$ cat config.mk
export PLATFORM = sky130hd
export DESIGN_NAME = fb_draw_sched
export DESIGN_NICKNAME = d
export VERILOG_FILES = /design/src/rtl/fb_draw_sched.sv
export SDC_FILE = /design/constraint.sdc
export NUM_CORES = 1
export LEC_CHECK = 0
export ABC_CLOCK_PERIOD_IN_PS = 2700
export CORE_MARGIN = 8
export CORE_UTILIZATION = 50
export DETAILED_ROUTE_END_ITERATION = 7
export GPL_TIMING_DRIVEN = 0
export HOLD_SLACK_MARGIN = 0.08
export PLACE_DENSITY = 0.86
export SYNTH_ARGS = -nofsm -noshare
export SYNTH_HDL_FRONTEND = slang
export SYNTH_SLANG_ARGS = --single-unit
$ cat constraint.sdc
create_clock -name clk -period 2.7 [get_ports clk]
set_input_delay 0.675 -clock clk [delete_from_list [all_inputs] [get_ports clk]]
set_output_delay 0.675 -clock clk [all_outputs]
set_load 0.02 [all_outputs]
$ cat src/rtl/fb_draw_sched.sv
// Framebuffer write-port owner and per-frame sequencer. It waits FRAME_WAIT
// frames after enable, clears the buffer to BG_CIDX, then starts and paces
// the renderer. It forwards renderer writes until LAT_DRAIN cycles after
// render_done. Every output is registered.
module fb_draw_sched #(
  parameter int unsigned CIDXW      = 4,
  parameter int unsigned FB_PIXELS  = 57600,
  parameter int unsigned FB_ADDRW   = 16,
  parameter int unsigned FRAME_WAIT = 120,
  parameter int unsigned BG_CIDX    = 0,
  parameter int unsigned LAT_DRAIN  = 3,
  parameter int unsigned PACED      = 1,
  parameter int unsigned LOOP       = 1
) (
  input  logic                clk,
  input  logic                rst_n,
  input  logic                en,
  input  logic                frame,
  output logic                render_start,
  output logic                render_oe,
  input  logic                render_done,
  input  logic                drw_we,
  input  logic [FB_ADDRW-1:0] drw_addr,
  input  logic [CIDXW-1:0]    drw_cidx,
  output logic                fb_we,
  output logic [FB_ADDRW-1:0] fb_addr,
  output logic [CIDXW-1:0]    fb_cidx,
  output logic                busy,
  output logic [7:0]          pass_cnt
);

  localparam int unsigned WAITW = $clog2(FRAME_WAIT + 1);
  localparam int unsigned DRNW  = (LAT_DRAIN < 2) ? 1 : $clog2(LAT_DRAIN);

  localparam logic [WAITW-1:0]    WAIT_LAST = WAITW'(FRAME_WAIT - 1);
  // Terminal clear address is the last real pixel, not the top of the address space.
  localparam logic [FB_ADDRW-1:0] CLR_LAST  = FB_ADDRW'(FB_PIXELS - 1);
  localparam logic [DRNW-1:0]     DRN_LAST  = DRNW'(LAT_DRAIN - 1);
  localparam logic [CIDXW-1:0]    BG        = CIDXW'(BG_CIDX);

  typedef enum logic [2:0] {
    StIdle,
    StClear,
    StArm,
    StDraw,
    StDrain,
    StDone
  } state_e;

  state_e              r_state, w_state_nxt;
  logic [WAITW-1:0]    r_wait_cnt, w_wait_nxt;
  logic [FB_ADDRW-1:0] r_clr_addr, w_clr_nxt;
  logic [DRNW-1:0]     r_drn_cnt, w_drn_nxt;
  logic [7:0]          r_pass_cnt, w_pass_nxt;
  logic                r_render_start, w_start_nxt;
  logic                r_render_oe, w_oe_nxt;
  logic                r_fb_we, w_we_nxt;
  logic [FB_ADDRW-1:0] r_fb_addr, w_addr_nxt;
  logic [CIDXW-1:0]    r_fb_cidx, w_cidx_nxt;
  logic                r_busy, w_busy_nxt;

  // Next-state, counter and registered-output decode.
  always_comb begin
    w_state_nxt = r_state;
    w_wait_nxt  = r_wait_cnt;
    w_clr_nxt   = r_clr_addr;
    w_drn_nxt   = r_drn_cnt;
    w_pass_nxt  = r_pass_cnt;
    w_start_nxt = 1'b0;
    w_oe_nxt    = 1'b0;
    w_we_nxt    = 1'b0;
    w_addr_nxt  = '0;
    w_cidx_nxt  = '0;

    case (r_state)
      StIdle: begin
        if (!en) begin
          w_wait_nxt = '0;
        end else if (frame) begin
          if (r_wait_cnt == WAIT_LAST) begin
            w_state_nxt = StClear;
            w_clr_nxt   = '0;
            w_wait_nxt  = '0;
          end else begin
            w_wait_nxt = r_wait_cnt + 1'b1;
          end
        end
      end

      StClear: begin
        w_we_nxt   = 1'b1;
        w_addr_nxt = r_clr_addr;
        w_cidx_nxt = BG;
        if (r_clr_addr == CLR_LAST) begin
          w_state_nxt = StArm;
          w_clr_nxt   = '0;
        end else begin
          w_clr_nxt = r_clr_addr + 1'b1;
        end
      end

      StArm: begin
        if (frame) begin
          w_start_nxt = 1'b1;
          // Paced: first oe pulse shares the start frame; unpaced: oe rises here and holds.
          w_oe_nxt    = 1'b1;
          w_state_nxt = StDraw;
        end
      end

      StDraw: begin
        w_we_nxt   = drw_we;
        w_addr_nxt = drw_addr;
        w_cidx_nxt = drw_cidx;
        if (render_done) begin
          // render_done beats a coincident frame: no further oe pulse.
          w_state_nxt = StDrain;
          w_drn_nxt   = '0;
        end else begin
          w_oe_nxt = (PACED != 0) ? frame : 1'b1;
        end
      end

      StDrain: begin
        w_we_nxt   = drw_we;
        w_addr_nxt = drw_addr;
        w_cidx_nxt = drw_cidx;
        if (r_drn_cnt == DRN_LAST) begin
          w_state_nxt = StDone;
          w_drn_nxt   = '0;
          w_pass_nxt  = r_pass_cnt + 1'b1;
        end else begin
          w_drn_nxt = r_drn_cnt + 1'b1;
        end
      end

      StDone: begin
        if (!en) begin
          w_state_nxt = StIdle;
          w_wait_nxt  = '0;
        end else if ((LOOP != 0) && frame) begin
          w_state_nxt = StClear;
          w_clr_nxt   = '0;
        end
      end

      default: begin
        w_state_nxt = StIdle;
      end
    endcase

    w_busy_nxt = (w_state_nxt == StClear) || (w_state_nxt == StArm) ||
                 (w_state_nxt == StDraw) || (w_state_nxt == StDrain);
  end

  // State, counters and output registers; reset drops the write port at once.
  always_ff @(posedge clk or negedge rst_n) begin
    if (!rst_n) begin
      r_state        <= StIdle;
      r_wait_cnt     <= '0;
      r_clr_addr     <= '0;
      r_drn_cnt      <= '0;
      r_pass_cnt     <= '0;
      r_render_start <= 1'b0;
      r_render_oe    <= 1'b0;
      r_fb_we        <= 1'b0;
      r_fb_addr      <= '0;
      r_fb_cidx      <= '0;
      r_busy         <= 1'b0;
    end else begin
      r_state        <= w_state_nxt;
      r_wait_cnt     <= w_wait_nxt;
      r_clr_addr     <= w_clr_nxt;
      r_drn_cnt      <= w_drn_nxt;
      r_pass_cnt     <= w_pass_nxt;
      r_render_start <= w_start_nxt;
      r_render_oe    <= w_oe_nxt;
      r_fb_we        <= w_we_nxt;
      r_fb_addr      <= w_addr_nxt;
      r_fb_cidx      <= w_cidx_nxt;
      r_busy         <= w_busy_nxt;
    end
  end

  assign render_start = r_render_start;
  assign render_oe    = r_render_oe;
  assign fb_we        = r_fb_we;
  assign fb_addr      = r_fb_addr;
  assign fb_cidx      = r_fb_cidx;
  assign busy         = r_busy;
  assign pass_cnt     = r_pass_cnt;

endmodule
### After elaboration in Yosys (flattened, before gate mapping)

Index checks and enable logic that the tools add are counted.

| storage, ports and cells | value |
|---|---|
| register bits | 60 |
| input bits | 26 |
| output and inout bits | 32 |

| cells by class | value |
|---|---|
| add/sub/neg operators | 4 |
| equality and inequality tests | 20 |
| multiplexer cells | 32 |
| reductions and logical operators | 12 |

Operators with widths:

| operator | count |
|---|---|
| $mux 16 | 6 |
| $pmux 16 s3 | 1 |
| $pmux 16 s2 | 1 |
| $mux 7 | 4 |
| $mux 3 | 9 |
| $pmux 3 s6 | 1 |
| $add 16x1->16 const B | 1 |
| $eq 16x16->1 const B | 1 |
| $ne 2x2->1 const B | 7 |
| $pmux 7 s2 | 1 |
| $eq 3x2->1 const B | 4 |
| $eq 3x3->1 const B | 3 |
| $add 8x1->8 const B | 1 |
| $add 7x1->7 const B | 1 |
| $eq 7x7->1 const B | 1 |
| $eq 3x1->1 const B | 2 |
| $reduce_and 6->1 | 1 |
| $mux 2 | 2 |
| $mux 4 | 1 |
| $pmux 1 s2 | 2 |
| $pmux 2 s2 | 1 |
| $reduce_and 2->1 | 2 |
| $reduce_bool 2->1 | 2 |
| $logic_not 3->1 | 1 |
| 8 further kinds | 12 |

### Depth between registers and ports, before layout

| depth | value |
|---|---|
| depth in word-level cells | 9 |
| gate-level depth with buffers | 8 |

### Least setup slack after synthesis

Ideal clock, no wire load.

| timing | value |
|---|---|
| path type | reg2reg |
| start | register r_wait_cnt[0] |
| end | register r_clr_addr[9] |
| arrival | 1998 ps |
| data required time | 2623 ps |
| slack | 625 ps |
| cell stages (with the launch flop) | 7 |
| cells stage by stage | dfrtp_1 ha_1 nand4_2 or3_1 a211o_1 or4_1 a21oi_1 |

| between the ends | value |
|---|---|
| word-level cells in the longest chain between the ends | 3 |

Ends and longest elaborated chain:

| what | line | RTL |
|---|---|---|
| start, declared | 51 | `logic [WAITW-1:0] r_wait_cnt, w_wait_nxt;` |
| start signal, assigned | 172 | `r_wait_cnt <= w_wait_nxt;` |
| $eq 7x7->1 | 80 | `if (r_wait_cnt == WAIT_LAST) begin` |
| $ne 2x2->1 (no line) | n/a |  |
| $reduce_and 6->1 (no line) | n/a |  |
| end signal, assigned | 173 | `r_clr_addr <= w_clr_nxt;` |
| end, declared | 52 | `logic [FB_ADDRW-1:0] r_clr_addr, w_clr_nxt;` |

No other way between the ends.
A chain may end at the register's enable or synchronous reset.

### Worst setup path after layout

| timing | value |
|---|---|
| start | register r_state[1] |
| end | register r_pass_cnt[7] (netlist: pass_cnt[7]) |

| between the ends | value |
|---|---|
| word-level cells in the longest chain between the ends | 2 |

Ends and longest elaborated chain:

| what | line | RTL |
|---|---|---|
| start, declared | 50 | `state_e r_state, w_state_nxt;` |
| start signal, assigned | 159 | `r_state <= StIdle;` |
| start signal, assigned | 171 | `r_state <= w_state_nxt;` |
| $eq 3x3->1 | 75 | `case (r_state)` |
| $reduce_and 2->1 (no line) | n/a |  |
| end signal, assigned | 175 | `r_pass_cnt <= w_pass_nxt;` |
| end, declared | 54 | `logic [7:0] r_pass_cnt, w_pass_nxt;` |

No other way between the ends.

==> impl_results.md <==
* Worst Path Buf+Inv at 1
* DR pass1 iterations at 5
* Routed wire per std cell at roughly 17 um
* Mux share of post-synthesis cell area at 0.7479%
* Sequential share of power at 48.6%
* Crit Path Max Fanout at 10
* Tmin final at 2.412 ns
* CTS root buf: clkbuf_8
* Slowest CP cell: nor3b_2
* Fmax at 0.4146 GHz
* Vias per cell at 5.911
* Setup tns final at 0 ns
* TritonCTS buffer count at 9
* WS Path Type: reg -> reg
* DR vias at 2512
* Global routing's busiest layer: met2
* # IOs at 58
* Max-cap violation count at 0
* CTS resizes at 0
* Yosys Warn Count at 0
* Net Switching at around 0.00039 W
* Number of synthesized flops with an enable pin at 0
* Vias in the first global route at 2356
* CTS tree: done
* Initial DRC count at 314
* Met3 Use GR at 4.033%
* Final layout net count at 377
* Clock Skews at 0.006721 ns
* DRC at 0
* Syn_nets at 309
* Critical Path RT at 2.93 ns
* Clock transition at the registers of the reported paths at 0.07 ns
* Maximum vdd drop at 0.2521 mV
* Total power at ~0.0018 W
* Mapped Cells at 280
* Synth Area per Inst at 10.16 sq um
* Clk network pwr share at 47.7%
* Largest family of logic cells by synthesized area: simple AND/OR/NAND/NOR gates
* Tcrit/Tclk final at roughly nine tenths
* Final hold violations at 0
* Total Routing Usage GR at 17.76%
* Initial core utilization at 51.65%
* Total gr overflow at 0
* CP arrival at 2.64 ns
* Met1 Use GR at 22.96%
* Global-route wire length before repair at 12.10 mm
* Die width at roughly 91 um
* Critical path launch point type: flip-flop
* Met2 Track Usage GR at 27.67%
* Post-Syn Area at 0.002844 sq mm
* Largest net degree at the start of global routing at 35
* Initial antenna violation count at 0
* Worst setup EP type: flip-flop
* Final GP Congestion at between 0.8 and 0.9
* CTS Buffer Depth at 2
* N_diodes at 0
* H-tree Lvls at 3
* Synth Flop Type: dfrtp_1
* Register area share after synthesis at 52.79%
* Final wirelength at 7.331 mm
* Cell family with most CP delay: simple AND/OR/NAND/NOR gates
* Gate power share at 3.7%
* Layout cell share with drive strength beyond 1 at 7.082%
* Placed Cells at 409
* Setup Viol. Count Final at 0
* Final count of pins violating max slew at 0
* RSZ-0062 raised after global routing: no
* Synth unique cells at 46
* Adder-Cell Fraction of Synth Area at 1.320%
* Number of port buffers at 56
* Rows at 27
* Pwr Density at 496.0 mW/mm^2
* Synth Area in Simple Gates at 22.66%
* Compound-cell area share of the yosys netlist at 17.20%
* Sw frac at 21.31%
* Core ar. at 0.005507 sq mm
* Internal cell power at ~0.0015 W
* Die Area at 0.008358 sq mm
* Hold_buf cts at 0
* DP Wirelength at 5.335 mm
* Die Ht at ~91 um
* Post-CTS Setup Inserts at 0
* Synthesized flop and latch total at 60
* Synth Area in XOR/XNOR at 2.772%
* Post-route ant nets at 0
* Status: complete, no violations
* Worst path cell trace: clkbuf_1 -> nor3b_1 -> nor3b_2 -> and4_1 -> nand3_1 -> xnor2_1
* Min-Delay Path Class: in -> async
* Max-slew headroom at 43.27%
* Slowest stage delay, CP at 0.57 ns
* Clk sinks at 60
* Least-Margin Pin Slew at 0.8445 ns
* Final cell count without fillers at 425
* Leak at 1.590 nW
* Layout area overhead at 31.02%
* Clk Latency, worst-skew pair at ~0.34 ns
* Async SR Flop Fraction at 100.0%
-- layout by cell type (no fill, tap or decap), types with 5 or more instances in the layout --
master,instances
dfrtp_1,60
clkdlybuf4s50_1,55
nand2_1,29
o21ai_0,25
a22o_1,17
nand3_1,14
nor2_1,14
clkbuf_1,12
nor3_1,10
clkbuf_8,9
a21oi_1,8
nand4_1,7
nor2b_1,7
a21o_1,7
and2_1,6
xnor2_1,5
-- Yosys cell counts (all sizes together), types with 2 or more instances --
library cell / instances / area, sq um
or4: 3 / 22.52
a21o: 7 / 52.55
or3: 3 / 18.77
and3: 3 / 18.77
dfrtp: 60 / 1501
ha: 3 / 37.54
buf: 3 / 15.01
nor3: 10 / 50.05
xnor2: 5 / 43.79
xor2: 4 / 35.03
and2: 7 / 43.80
nor4: 2 / 27.53
o21bai: 2 / 15.01
a22o: 17 / 148.9
o31ai: 3 / 22.52
nor3b: 4 / 35.03
clkbuf: 11 / 41.29
a22oi: 2 / 15.01
nand4: 8 / 56.30
nor2b: 7 / 43.79
a221oi: 2 / 17.52
nand2: 29 / 108.9
o21ai: 25 / 125.1
nor2: 14 / 52.55
inv: 4 / 15.01
a211o: 2 / 17.52
nand4b: 2 / 17.52
nand3: 14 / 70.07
nand2b: 4 / 25.02
a21oi: 8 / 40.04
-- worst reg2reg max path: cells and delay by family (launching register included) --
family	cells	cell delay, ns
and+or+nand+nor	4	1.58
DFF	1	0.36
buffers and inverters	1	0.21
xor gates and xnor gates	1	0.14
-- kinds of logic (layout without fill, tap and decap cells) --
family          count (synthesis)  count (layout)
flops                          60              60
buf+inv                        18              91
compound gates                 72              72
xor+xnor                        9               9
simple gates                  116             116
mux                             2               2
fa+ha+maj                       3               3
-- flip-flops by register name, summed over array words and instances (netlist names) --
signal        count
render_oe         1
fb_cidx           4
r_drn_cnt         2
pass_cnt          8
busy              1
r_wait_cnt        7
fb_addr          16
r_clr_addr       16
fb_we             1
r_state           3
render_start      1
-- final timing paths --
check                            start            end  slack, ns  cells after the start
max                         r_state[1]    pass_cnt[7]       0.29                      6
min                              rst_n  r_wait_cnt[1]       0.35                      1
max reg2reg                 r_state[1]    pass_cnt[7]       0.29                      6
min reg2reg                pass_cnt[7]    pass_cnt[7]       0.49                      1
max in group asynchronous        rst_n     fb_addr[1]       1.76                      2
min in group clk           pass_cnt[7]    pass_cnt[7]       0.49                      1
-- layer usage --
metal | vias to the layer above | wire length [um]
met1 | 1240 | 3257
met3 | 14 | 437
met2 | 100 | 3505
met5 | - | 0
li1 | 1158 | -
met4 | 0 | 131
-- through the flow --
step	cell area (sq um)	utilization (%)	hold WS [ns]	worst slack (ns)
floorplan	2844	-	0.3794	0.6247
global placement	3495	63.46	0.4626	-0.8571
detailed placement	3510	63.74	0.4800	-0.003920
CTS	3726	67.67	0.3629	0.2855
global route	3726	67.67	0.3888	0.07352
finish	3726	67.67	0.3491	0.2883
-- power groups by stage --
stage	clock network, W	logic (W)	registers, W
6_report	0.000882	0.0000678	0.000899
5_1_grt	0.000940	0.0000736	0.000898
4_1_cts	0.000897	0.0000688	0.000898
3_5_place_dp	0	0.0000680	0.000916
3_3_place_gp	0	0.0000638	0.000916
2_1_floorplan	0	0.00000892	0.000916
-- cell type report --
| class | count | area [sq um] |
|---|---|---|
| fillers | 390 | 1780 |
| flip-flops and latches | 60 | 1501 |
| multi-input cells | 202 | 1271 |
| repair buffers | 57 | 575.6 |
| clock buffers | 10 | 127.6 |
| well taps | 72 | 90.09 |
| clock inverters | 6 | 88.84 |
| plain buffers | 14 | 56.30 |
| inverters | 4 | 15.01 |
Power figures use the tool's default switching activity.
